`config.mk`:
```
export PLATFORM = sky130hd
export DESIGN_NAME = pipe_hazard_ctrl
export DESIGN_NICKNAME = d
export VERILOG_FILES = /design/src/rtl/pipe_ctrl_pkg.sv /design/src/rtl/hazard_scoreboard.sv /design/src/rtl/pipe_hazard_ctrl.sv
export SDC_FILE = /design/constraint.sdc
export NUM_CORES = 1
export LEC_CHECK = 0
export ABC_AREA = 1
export CORE_MARGIN = 2
export CORE_UTILIZATION = 57
export CTS_BUF_LIST = sky130_fd_sc_hd__clkbuf_4
export DETAILED_ROUTE_END_ITERATION = 12
export PLACE_DENSITY = 0.95
export SLEW_MARGIN = 0
export SYNTH_ARGS = -nofsm -noshare
export SYNTH_HDL_FRONTEND = slang
export SYNTH_SLANG_ARGS = --single-unit
```
`constraint.sdc`:
```
create_clock -name clk -period 3.4 [get_ports clk]
set_input_delay 0.68 -clock clk [delete_from_list [all_inputs] [get_ports clk]]
set_output_delay 0.68 -clock clk [all_outputs]
set_load 0.05 [all_outputs]
```
`src/rtl/pipe_ctrl_pkg.sv`:
```
`default_nettype none
// ============================================================================
// Module : pipe_ctrl_pkg
// Brief  : Shared types for the 5-stage pipeline sequencing controller.
// Rev    : 1.0 - initial release
// ============================================================================
package pipe_ctrl_pkg;

    localparam int REG_AW = 4;

    typedef enum logic [0:0] {
        RUN      = 1'b0,
        MEM_WAIT = 1'b1
    } state_t;

    typedef struct packed {
        logic              valid;
        logic [REG_AW-1:0] dest;
        logic              load;
    } slot_t;

endpackage
`default_nettype wire

```
`src/rtl/hazard_scoreboard.sv`:
```
`default_nettype none
// ============================================================================
// Module : hazard_scoreboard
// Brief  : Two-slot in-flight writer tracker and ID-stage hazard compare.
//          PIPE_FORWARD_EN reduces the compare to load-use against EXE only.
// Rev    : 1.0 - initial release
// ============================================================================
module hazard_scoreboard
    import pipe_ctrl_pkg::*;
(
    input  logic              clk,
    input  logic              rst,
    input  logic              hold,
    input  logic              branch,
    input  logic              id_valid,
    input  logic [REG_AW-1:0] id_src1,
    input  logic [REG_AW-1:0] id_src2,
    input  logic              id_two_src,
    input  logic              id_wb_en,
    input  logic              id_mem_r_en,
    input  logic [REG_AW-1:0] id_dest,
    output logic              hz
);

    slot_t r_s_exe;
    slot_t r_s_mem;
    logic  w_hit_exe;
    logic  w_insert;
    logic  w_unused;

    function automatic logic slot_hit(input slot_t s, input logic [REG_AW-1:0] r);
        return s.valid && (s.dest == r);
    endfunction

    assign w_hit_exe = slot_hit(r_s_exe, id_src1) || (id_two_src && slot_hit(r_s_exe, id_src2));

`ifdef PIPE_FORWARD_EN
    // Forwarding covers everything except a load result still in EXE.
    assign hz       = id_valid && r_s_exe.load && w_hit_exe;
    assign w_unused = ^r_s_mem;
`else
    logic w_hit_mem;
    assign w_hit_mem = slot_hit(r_s_mem, id_src1) || (id_two_src && slot_hit(r_s_mem, id_src2));
    assign hz        = id_valid && (w_hit_exe || w_hit_mem);
    assign w_unused  = r_s_exe.load ^ r_s_mem.load;
`endif

    assign w_insert = id_valid && id_wb_en && !hz && !branch;

    always_ff @(posedge clk) begin
        if (rst) begin
            r_s_exe <= '0;
            r_s_mem <= '0;
        end else if (!hold) begin
            r_s_mem <= r_s_exe;
            if (w_insert) begin
                r_s_exe <= '{valid: 1'b1, dest: id_dest, load: id_mem_r_en};
            end else begin
                r_s_exe <= '0;
            end
        end
    end

endmodule
`default_nettype wire

```
`src/rtl/pipe_hazard_ctrl.sv`:
```
`default_nettype none
// ============================================================================
// Module : pipe_hazard_ctrl
// Brief  : Pipeline freeze/flush sequencing with memory-wait FSM, saturating
//          event counters and sticky memory timeout. Option: PIPE_FORWARD_EN.
// Rev    : 1.0 - initial release
// ============================================================================
module pipe_hazard_ctrl
    import pipe_ctrl_pkg::*;
#(
    parameter int CNT_W       = 16,
    parameter int MEM_TIMEOUT = 64
) (
    input  logic              clk,
    input  logic              rst,
    input  logic              id_valid,
    input  logic [REG_AW-1:0] id_src1,
    input  logic [REG_AW-1:0] id_src2,
    input  logic              id_two_src,
    input  logic              id_wb_en,
    input  logic              id_mem_r_en,
    input  logic [REG_AW-1:0] id_dest,
    input  logic              exe_branch_taken,
    input  logic              mem_req,
    input  logic              mem_ready,
    output logic              if_freeze,
    output logic              if_flush,
    output logic              id_flush,
    output logic              pipe_freeze,
    output logic [CNT_W-1:0]  stall_cnt,
    output logic [CNT_W-1:0]  flush_cnt,
    output logic              mem_err
);

    localparam int                  c_WAIT_W   = $clog2(MEM_TIMEOUT + 1);
    localparam logic [c_WAIT_W-1:0] c_WAIT_MAX = c_WAIT_W'(MEM_TIMEOUT);
    localparam logic [c_WAIT_W-1:0] c_WAIT_ERR = c_WAIT_W'(MEM_TIMEOUT - 1);

    state_t              r_state;
    logic [c_WAIT_W-1:0] r_wait_cnt;
    logic [CNT_W-1:0]    r_stall_cnt;
    logic [CNT_W-1:0]    r_flush_cnt;
    logic                r_mem_err;

    logic w_mw;
    logic w_branch;
    logic w_hz_raw;
    logic w_hz;

    // Control outputs are forced quiet while reset is held, even mid-wait.
    assign w_mw     = !rst && ((r_state == RUN) ? (mem_req && !mem_ready) : !mem_ready);
    assign w_branch = !rst && !w_mw && exe_branch_taken;
    assign w_hz     = !rst && !w_mw && !exe_branch_taken && w_hz_raw;

    hazard_scoreboard u_scoreboard (
        .clk         (clk),
        .rst         (rst),
        .hold        (w_mw),
        .branch      (w_branch),
        .id_valid    (id_valid),
        .id_src1     (id_src1),
        .id_src2     (id_src2),
        .id_two_src  (id_two_src),
        .id_wb_en    (id_wb_en),
        .id_mem_r_en (id_mem_r_en),
        .id_dest     (id_dest),
        .hz          (w_hz_raw)
    );

    assign pipe_freeze = w_mw;
    assign if_freeze   = w_mw || w_hz;
    assign if_flush    = w_branch;
    assign id_flush    = w_branch || w_hz;
    assign stall_cnt   = r_stall_cnt;
    assign flush_cnt   = r_flush_cnt;
    assign mem_err     = r_mem_err;

    always_ff @(posedge clk) begin
        if (rst) begin
            r_state     <= RUN;
            r_wait_cnt  <= '0;
            r_stall_cnt <= '0;
            r_flush_cnt <= '0;
            r_mem_err   <= 1'b0;
        end else begin
            case (r_state)
                RUN: begin
                    r_wait_cnt <= '0;
                    if (mem_req && !mem_ready) begin
                        r_state <= MEM_WAIT;
                    end
                end
                MEM_WAIT: begin
                    if (mem_ready) begin
                        r_state    <= RUN;
                        r_wait_cnt <= '0;
                    end else begin
                        if (r_wait_cnt != c_WAIT_MAX) begin
                            r_wait_cnt <= r_wait_cnt + c_WAIT_W'(1);
                        end
                        // Set on the edge that brings the count to MEM_TIMEOUT.
                        if (r_wait_cnt == c_WAIT_ERR) begin
                            r_mem_err <= 1'b1;
                        end
                    end
                end
                default: r_state <= RUN;
            endcase

            if ((w_mw || w_hz) && (r_stall_cnt != '1)) begin
                r_stall_cnt <= r_stall_cnt + CNT_W'(1);
            end
            if (w_branch && (r_flush_cnt != '1)) begin
                r_flush_cnt <= r_flush_cnt + CNT_W'(1);
            end
        end
    end

endmodule
`default_nettype wire

```
; Word level (Yosys, flattened, before mapping)
; Cells that the tools add are included.
[totals]
ff_bits = 51
latchBits = 0
mem_bits_rw = 0
romBits = 0
inputBits = 21
out_inout_bits = 37
wordCells = 61
mem_count = 0
[classes]
addsub = 3
n_mul = 0
div = 0
n_lt_le_gt_ge = 0
eq_ne = 9
shifts = 0
muxes = 8
bitwise = 2
reduce_logical = 30
[ops]
columns = op, count
row1 = 16-bit by 1-bit adder with 16-bit output (second input constant), 2
row2 = 16-bit != test (second input constant), 2
row3 = 1-bit logical AND, 18
row4 = 4-bit == test, 4
row5 = 7-bit 2-to-1 mux, 2
row6 = 7-bit case mux with 2 select lines, 1
row7 = 7-bit by 1-bit adder with 7-bit output (second input constant), 1
row8 = 7-bit by 6-bit == test with 1-bit output (second input constant), 1
row9 = 7-bit != test (second input constant), 1
row10 = 1-bit zero test, 6
row11 = 6-bit 2-to-1 mux, 1
row12 = 1-bit logical OR, 5
row13 = 1-bit 2-to-1 mux, 3
row14 = 3-bit by 2-bit != test with 1-bit output (second input constant), 1
row15 = 3-bit AND reduction, 1
row16 = 1-bit inverter, 2
row17 = 1-bit case mux with 2 select lines, 1

; Depth between registers and ports, before layout
; Gate-level depths: netlist (run 1).
[logic_depth]
word_depth = 10
ltp_mapped = 15

; By module
; A second synthesis (run 1) with hierarchy kept.
[hier_totals]
hier_cells = 465
hier_area_um2 = 3124.2
[modules_own_cells]
columns = mod, instances, cells_each, area_per_inst_um2
row1 = pipe_hazard_ctrl, 1, 362, 2478.6
row2 = hazard_scoreboard, 1, 103, 645.6

; Least setup slack after synthesis (run 1)
; Ideal clock, no wire load.
[synth_timing]
path_type = input to output
start = input port mem_ready
end = output port if_freeze
t_arrival_ns = 2.099
required_time_ns = 2.720
setup_slack_ns = 0.621
cell_stages = 6
n_path_buf = 1
cell_sequence = clkinv_1 o21ai_2 nor2_1 inv_4 nand2_4 buf_6
[synth_via]
elab_chain_len = 9
[synth_rtl]
columns = element, line_no
row1 = start: declaration, pipe_hazard_ctrl.sv:25  ; input logic mem_ready,
row2 = 1-bit zero test (*), pipe_hazard_ctrl.sv:51  ; assign w_mw = !rst && ((r_state == RUN) ? (mem_req && !mem_ready) : !mem_ready);
row3 = 1-bit logical AND, pipe_hazard_ctrl.sv:51
row4 = 1-bit 2-to-1 mux (*), pipe_hazard_ctrl.sv:51
row5 = 1-bit logical AND (*), pipe_hazard_ctrl.sv:51
row6 = via pipe_freeze, pipe_hazard_ctrl.sv:29  ; output logic pipe_freeze,
row7 = 1-bit zero test, --
row8 = 1-bit logical AND (3 in a row), pipe_hazard_ctrl.sv:53  ; assign w_hz = !rst && !w_mw && !exe_branch_taken && w_hz_raw;
row9 = 1-bit logical OR (*), pipe_hazard_ctrl.sv:71  ; assign if_freeze = w_mw || w_hz;
row10 = end: declaration, pipe_hazard_ctrl.sv:26  ; output logic if_freeze,
; The timed path passes the listed nets; every way through them passes the cells marked *.

; Worst setup path after layout (run 1)
[layout_timing]
start = input port id_src2[3]
end = output port id_flush
[layout_via]
elab_chain_len = 8
elab_cells_between_ends = 12
[layout_rtl]
columns = element, line_no
row1 = start: declaration, pipe_hazard_ctrl.sv:18  ; input logic [REG_AW-1:0] id_src2,
row2 = 4-bit == test, hazard_scoreboard.sv:32  ; return s.valid && (s.dest == r);
row3 = 1-bit logical AND, hazard_scoreboard.sv:32
row4 = "1-bit logical AND, on equally long branches", "hazard_scoreboard.sv:35, hazard_scoreboard.sv:43"
row5 = "1-bit logical OR, on equally long branches", "hazard_scoreboard.sv:35, hazard_scoreboard.sv:43"
row6 = 1-bit logical OR (*), hazard_scoreboard.sv:44  ; assign hz = id_valid && (w_hit_exe || w_hit_mem);
row7 = 1-bit logical AND (*), hazard_scoreboard.sv:44
row8 = 1-bit logical AND (*), pipe_hazard_ctrl.sv:53
row9 = 1-bit logical OR (*), pipe_hazard_ctrl.sv:73  ; assign id_flush = w_branch || w_hz;
row10 = end: declaration, pipe_hazard_ctrl.sv:28  ; output logic id_flush,
; Mark *: on every way between the ends. The rest lies on a longest branch, timed or not.

==> results of run 1 <==
-- path summary, 6_finish.rpt --
| path | start | endpoint | slack, ns | cells past startpoint |
|---|---|---|---|---|
| max reg2reg | stall_cnt[0] | stall_cnt[13] | 1.46 | 12 |
| min reg2reg | mem_err | mem_err | 0.46 | 2 |
| max | id_src2[3] | id_flush | 0.47 | 12 |
| min | mem_err | mem_err | 0.46 | 2 |
-- registers in the layout, summed over array words and instances (netlist names) --
signal                flops
flush_cnt                16
u_scoreboard.r_s_mem      5
r_state                   1
r_wait_cnt                7
stall_cnt                16
mem_err                   1
u_scoreboard.r_s_exe      5
-- metrics by stage --
step                      hold slack, ns  setup WS [ns]  power, mW   util  instances
after floorplan                    0.429          0.621      0.706      -        406
after global placement             0.442          0.522      0.752  0.718        524
after detailed placement           0.441          0.477      0.758  0.718        524
after CTS                          0.463          0.471       1.03  0.730        532
after global routing               0.492          0.348       1.06  0.730        532
final                              0.459          0.469       1.02  0.730        532
-- kinds of logic (layout without fill, tap and decap cells) --
group / Yosys count / in the layout
compound gates: 57 / 57
xor+xnor: 7 / 7
fa+ha+maj: 4 / 4
buf+inv: 68 / 127
flops: 51 / 51
simple gates: 219 / 219
-- power by group --
part	switching [mW]	total (mW)	internal, mW	leakage [nW]
registers	0.00753	0.613	0.605	0.412
clock network	0.185	0.274	0.0882	0.0317
logic	0.0769	0.132	0.0550	1.03
-- area by class of cell --
| type | count | area, um2 |
|---|---|---|
| fill | 372 | 1270 |
| multi-input combinational | 287 | 1450 |
| inverter | 61 | 231 |
| sequential | 51 | 1020 |
| tap | 67 | 83.8 |
| clock inverter | 2 | 12.5 |
| timing repair buffer | 58 | 603 |
| clock buffer | 6 | 45.0 |
-- metal layers --
layer	GRT usage	up-vias	routed length, um
li1	-	1406	-
met1	0.276	1203	2560
met2	0.440	73	3200
met3	0.0366	10	268
met4	0.0929	0	92
met5	0	-	0
-- placed cells by master, fill, tap and decap left out, drive strengths merged, types with 5 or more instances in the layout --
master and n:
a21oi 28, buf 6, clkbuf 6, clkdlybuf4s50 52
dfxtp 51, inv 60, nand2 106, nand3 28
nand4 5, nor2 60, nor3 11, o21ai 19
o22ai 7, xor2 7
-- worst max-delay path, stage by stage --
cell	delay (ns)
clkdlybuf4s50_1	0.52
inv_1	0.05
nand2_1	0.06
nand2_1	0.06
nor2_2	0.11
nand3b_1	0.08
nand2_1	0.07
nand2_1	0.06
nand2_2	0.09
nand3_4	0.08
o21ai_0	0.19
buf_12	0.19
==> summary.txt, run 1 <==
Run status
  • Status: finished, final reports clean

STA
  • # setup viols final: 0
  • Fin crit share: 0.862
  • Final slew viol count: 0
  • Min Tclk post-route: 2.93 ns
  • Relative max-transition margin: 0.656
  • Clk_skew: between 0.01 and 0.015 ns
  • RSZ-0062 raised after global routing: no
  • Fmax: around 0.34 GHz
  • Setup TNS: 0 ns
  • Final Hold Vio Count: 0
  • Least-Margin Pin Slew: ~0.5 ns

Floorplan
  • Die width: about 74 um
  • Die ar.: 5470 um2
  • Row count: 25
  • Starting density of the core: 0.590
  • Total core area: 4720 um2
  • DIE HEIGHT: approximately 74 um
  • Ports: 58

Global routing
  • Largest net degree at the start of global routing: 32
  • Antenna violations before repair: 0
  • Total grt overflow: 0
  • Total track usage: 0.239
  • Vias in the first global route: 2587
  • First-pass GRT wire length: 10500 um

Placement
  • Post-DP HPWL: 4700 um
  • RD Place Congestion: 0.881
  • Port Buffer Count: between 50 and 60
  • Placed cell area: 3390 um2

Layout
  • Area Growth Syn to Fin: 23.6%
  • Final-stage net count: about 490
  • Layout cells sized above 1: 0.116
  • N_diodes: 0
  • Design Area, Final: 3450 um2

Logic synthesis
  • Top_reg_cell synth: dfxtp_1
  • Post-Synth XOR/XNOR Area: 0.0220
  • Yosys reg bits: 51
  • Mux contribution to synthesized area: 0
  • Count leader, synth: nand2_1
  • Synth async-reset ratio: 0
  • Post-synthesis compound-gate area fraction: 0.109
  • Synth Instances: 406
  • Unique cell type count in the Yosys netlist: 34
  • Avg Inst Size Synth: 6.87 um2
  • Area contributors post-synth: dfxtp_1 37%, nand2_1 13%, nor2_1 7.3%
  • Post-synth EDFFs: 0
  • Seq/Total Area, Yosys: 0.366
  • Ys Warns: 0
  • Main combinational cell family by area after synthesis: simple AND/OR/NAND/NOR gates
  • Share of the synthesized area in the top cell type: 0.366
  • Post-synth top cells: 96 x nand2_1, 54 x nor2_1, 51 x dfxtp_1
  • Cell taking the most area after synthesis: dfxtp_1
  • Synth Net Count: approximately 430
  • Post-Synth Simple-Gate Area: 0.371
  • Cell area after synthesis: 2790 um2
  • Adder-cell share of the synthesized area: 0.0179

Clocking
  • Clock sink count: 51
  • Max Buffers Root-to-Sink: 2
  • CTS tree: yes
  • CTS Buf Count: 5
  • Skew-Pair Late Insertion Delay: 0.36 ns
  • Hold buffers post-CTS: 0
  • Clk slew on worst S/H paths: 0.14 ns
  • H-tree depth: 2
  • Post-CTS resize count: 0
  • Post CTS Setup Buffer Count: 0
  • Clock root buffer: clkbuf_4

Route
  • Vias/cell: 5.06
  • Routed WL per cell: 11.5 um
  • Final antenna-violating net count: 0
  • Drt initial violations: 95
  • Residual DRC: 0
  • Final WL: 6120 um
  • Via Count: 2692
  • Initial DRT Pass Iterations: 4

Critical path
  • Data required, critical path: approximately 2.7 ns
  • Critical path type: in -> out
  • Crit path max fanout: 4
  • CP arrival: ~2.3 ns
  • Worst Setup Start Kind: input port
  • Critical Path End Type: output pin

Pwr
  • Leak: around 1.5 nW
  • PwrDens: 295 nW/um2
  • Peak VDD IR: 0.220 mV

Min path
  • Hold WC Path Type: reg -> reg

Flow run
  • Max_cap viols: 0
(Power assumes the default switching activity.)
==> run 2: changes to the inputs <==
--- a/config.mk
+++ b/config.mk
@@ -11,6 +11,7 @@
 export CTS_BUF_LIST = sky130_fd_sc_hd__clkbuf_4
 export DETAILED_ROUTE_END_ITERATION = 12
 export PLACE_DENSITY = 0.95
+export SETUP_SLACK_MARGIN = 0.5
 export SLEW_MARGIN = 0
 export SYNTH_ARGS = -nofsm -noshare
 export SYNTH_HDL_FRONTEND = slang
==> run 2 against run 1 <==
Against the previous run: routed wire length up 2.4%; die area unchanged; cell count unchanged; first-iteration DRC count up 20%; maximum frequency up 3.7%; non-clock buffer count unchanged; flip-flop and latch count unchanged; clock skew down 0.0048 ns; register-to-register slack about the same; setup slack better by 0.10 ns; clock power about the same; core utilization up 0.56 points; critical path type unchanged; highest routed layer unchanged.
==> summary.txt, run 2 (synthesis results as in run 1) <==
Clocking
  • Skew-Pair Late Insertion Delay: 0.36 ns (about the same)
  • Hold buffers post-CTS: 0 (unchanged)
  • Clock root buffer: clkbuf_4 (unchanged)
  • Max Buffers Root-to-Sink: 2 (unchanged)
  • H-tree depth: 2 (unchanged)
  • Clk slew on worst S/H paths: 0.14 ns (about the same)
  • Clock sink count: 51 (unchanged)
  • Post CTS Setup Buffer Count: 0 (unchanged)
  • CTS tree: yes (unchanged)
  • CTS Buf Count: 5 (unchanged)

Placement
  • Port Buffer Count: 56 (unchanged)
  • Post-DP HPWL: 4700 um (unchanged)
  • RD Place Congestion: 0.881 (unchanged)
  • Dpl ws: 0.477 ns (unchanged)

Route
  • Residual DRC: 0 (unchanged)
  • Vias/cell: 5.12 (was 5.06)
  • Final antenna-violating net count: 0 (unchanged)
  • Via Count: 2724 (was 2692)
  • Drt initial violations: 114 (was 95)
  • Initial DRT Pass Iterations: 4 (unchanged)
  • Routed WL per cell: 11.8 um (was 11.5 um)
  • Final WL: 6270 um (was 6120 um)

Flow run
  • Max_cap viols: 0 (unchanged)

Critical path
  • CP arrival: 2.15 ns (was 2.25 ns)
  • Critical Path End Type: output pin (unchanged)
  • Worst Setup Start Kind: input port (unchanged)
  • Data required, critical path: 2.72 ns (about the same)
  • Delay of the slowest cell on the worst path: 0.49 ns (was 0.52 ns)
  • Crit-path cells: clkdlybuf4s50_1 -> clkinv_1 -> o21ai_2 -> nand2_2 -> nor2_1 -> nand3_4 -> o21ai_4 -> buf_12 (was clkdlybuf4s50_1 -> inv_1 -> nand2_1 -> nand2_1 -> nor2_2 -> nand3b_1 -> nand2_1 -> nand2_1 -> nand2_2 -> nand3_4 -> o21ai_0 -> buf_12)
  • Crit path max fanout: 8 (was 4)
  • Critical path type: in -> out (unchanged)
  • Crit-path slowest cell: clkdlybuf4s50_1 (unchanged)

STA
  • Worst hold slack: 0.460 ns (was 0.459 ns)
  • Least-Margin Pin Slew: 0.537 ns (was 0.514 ns)
  • Final Hold Vio Count: 0 (unchanged)
  • # setup viols final: 0 (unchanged)
  • Setup TNS: 0 ns (unchanged)
  • Fmax: 0.354 GHz (was 0.341 GHz)
  • Fin crit share: 0.831 (was 0.862)
  • RSZ-0062 raised after global routing: no (unchanged)
  • Clk_skew: 0.00695 ns (was 0.0118 ns)
  • Setup WS post-layout: 0.573 ns (was 0.469 ns)
  • Min Tclk post-route: 2.83 ns (was 2.93 ns)
  • Relative max-transition margin: 0.639 (was 0.656)
  • Final slew viol count: 0 (unchanged)

Global routing
  • First-pass GRT wire length: 10500 um (about the same)
  • Antenna violations before repair: 0 (unchanged)
  • Total grt overflow: 0 (unchanged)
  • Vias in the first global route: 2580 (was 2587)
  • Total track usage: 0.240 (was 0.239)
  • Largest net degree at the start of global routing: 32 (unchanged)

Layout
  • Final-stage net count: 489 (unchanged)
  • Area Growth Syn to Fin: 24.6% (was 23.6%)
  • Most common cell after layout, fill and taps aside: nand2_1 (unchanged)
  • Area occupied by multi-input gates: 1470 um2 (was 1450 um2)
  • Fillers: 359 (was 372)
  • Reg area: 1020 um2 (unchanged)
  • N_diodes: 0 (unchanged)
  • Layout cells sized above 1: 0.123 (was 0.116)
  • Commonest cells after routing, fill and taps aside: 96 x nand2_1, 52 x nor2_1, 51 x dfxtp_1, 48 x clkdlybuf4s50_1, 46 x inv_1 (was 96 x nand2_1, 54 x nor2_1, 52 x clkdlybuf4s50_1, 51 x dfxtp_1, 46 x inv_1)

Floorplan
  • Starting density of the core: 0.590 (unchanged)
  • Die ar.: 5470 um2 (unchanged)
  • Die width: 74.0 um (unchanged)
  • DIE HEIGHT: 74.0 um (unchanged)
  • Ports: 58 (unchanged)
  • Total core area: 4720 um2 (unchanged)
  • Row count: 25 (unchanged)

Pwr
  • Leak: 1.51 nW (was 1.47 nW)
  • PwrDens: 294 nW/um2 (was 295 nW/um2)
  • Peak VDD IR: 0.219 mV (was 0.220 mV)

Min path
  • Hold WC Path Type: reg -> reg (unchanged)

Run status
  • Status: finished, final reports clean (unchanged)
run 2: layer usage:
metal | wire (um) | global-route usage | vias to the layer above | share of wire
met5 | 0 | 0 | - | 0
met3 | 290 | 0.0366 | 22 | 0.046
met2 | 3190 | 0.441 | 83 | 0.51
li1 | - | - | 1408 | -
met4 | 197 | 0.0909 | 0 | 0.031
met1 | 2590 | 0.278 | 1211 | 0.41
run 2: what timing repair did:
action,4_1_cts,5_1_grt
gates cloned,0,0
endpoints found under the setup margin,1,2
gates resized for setup,2,7
pin swaps,0,0
run 2: critical path: cells and delay by family:
family                 cells  cell delay (ns)
AOI/OAI and AO/OA          2             0.19
buffers and inverters      3             0.75
and+or+nand+nor            3             0.53
run 2: per-stage QoR:
stage,power (mW),utilization,instance area [um2],instances
after detailed placement,0.758,0.718,3390,524
after CTS,1.03,0.731,3450,532
after global routing,1.06,0.736,3470,532
after floorplan,0.706,-,2790,406
after global placement,0.752,0.718,3390,524
final,1.02,0.736,3470,532
run 2: cell type report:
class	instances	share of cell area
timing repair buffer	58	0.176
sequential	51	0.294
clock buffer	6	0.0130
inverter	61	0.0666
multi-input combinational	287	0.422
clock inverter	2	0.00360
tap	67	0.0241
run 2: report_power, final:
group | switching [mW] | internal (mW)
sequential | 0.00752 | 0.605
combinational | 0.0792 | 0.0552
clock | 0.187 | 0.0882
total | 0.274 | 0.748
run 2: path summary, 6_finish.rpt:
check | endpoint | startpoint | slack [ns] | cells after the start
max | id_flush | mem_ready | 0.57 | 8
min | mem_err | mem_err | 0.46 | 2
max reg2reg | stall_cnt[13] | stall_cnt[0] | 1.46 | 12
min reg2reg | mem_err | mem_err | 0.46 | 2
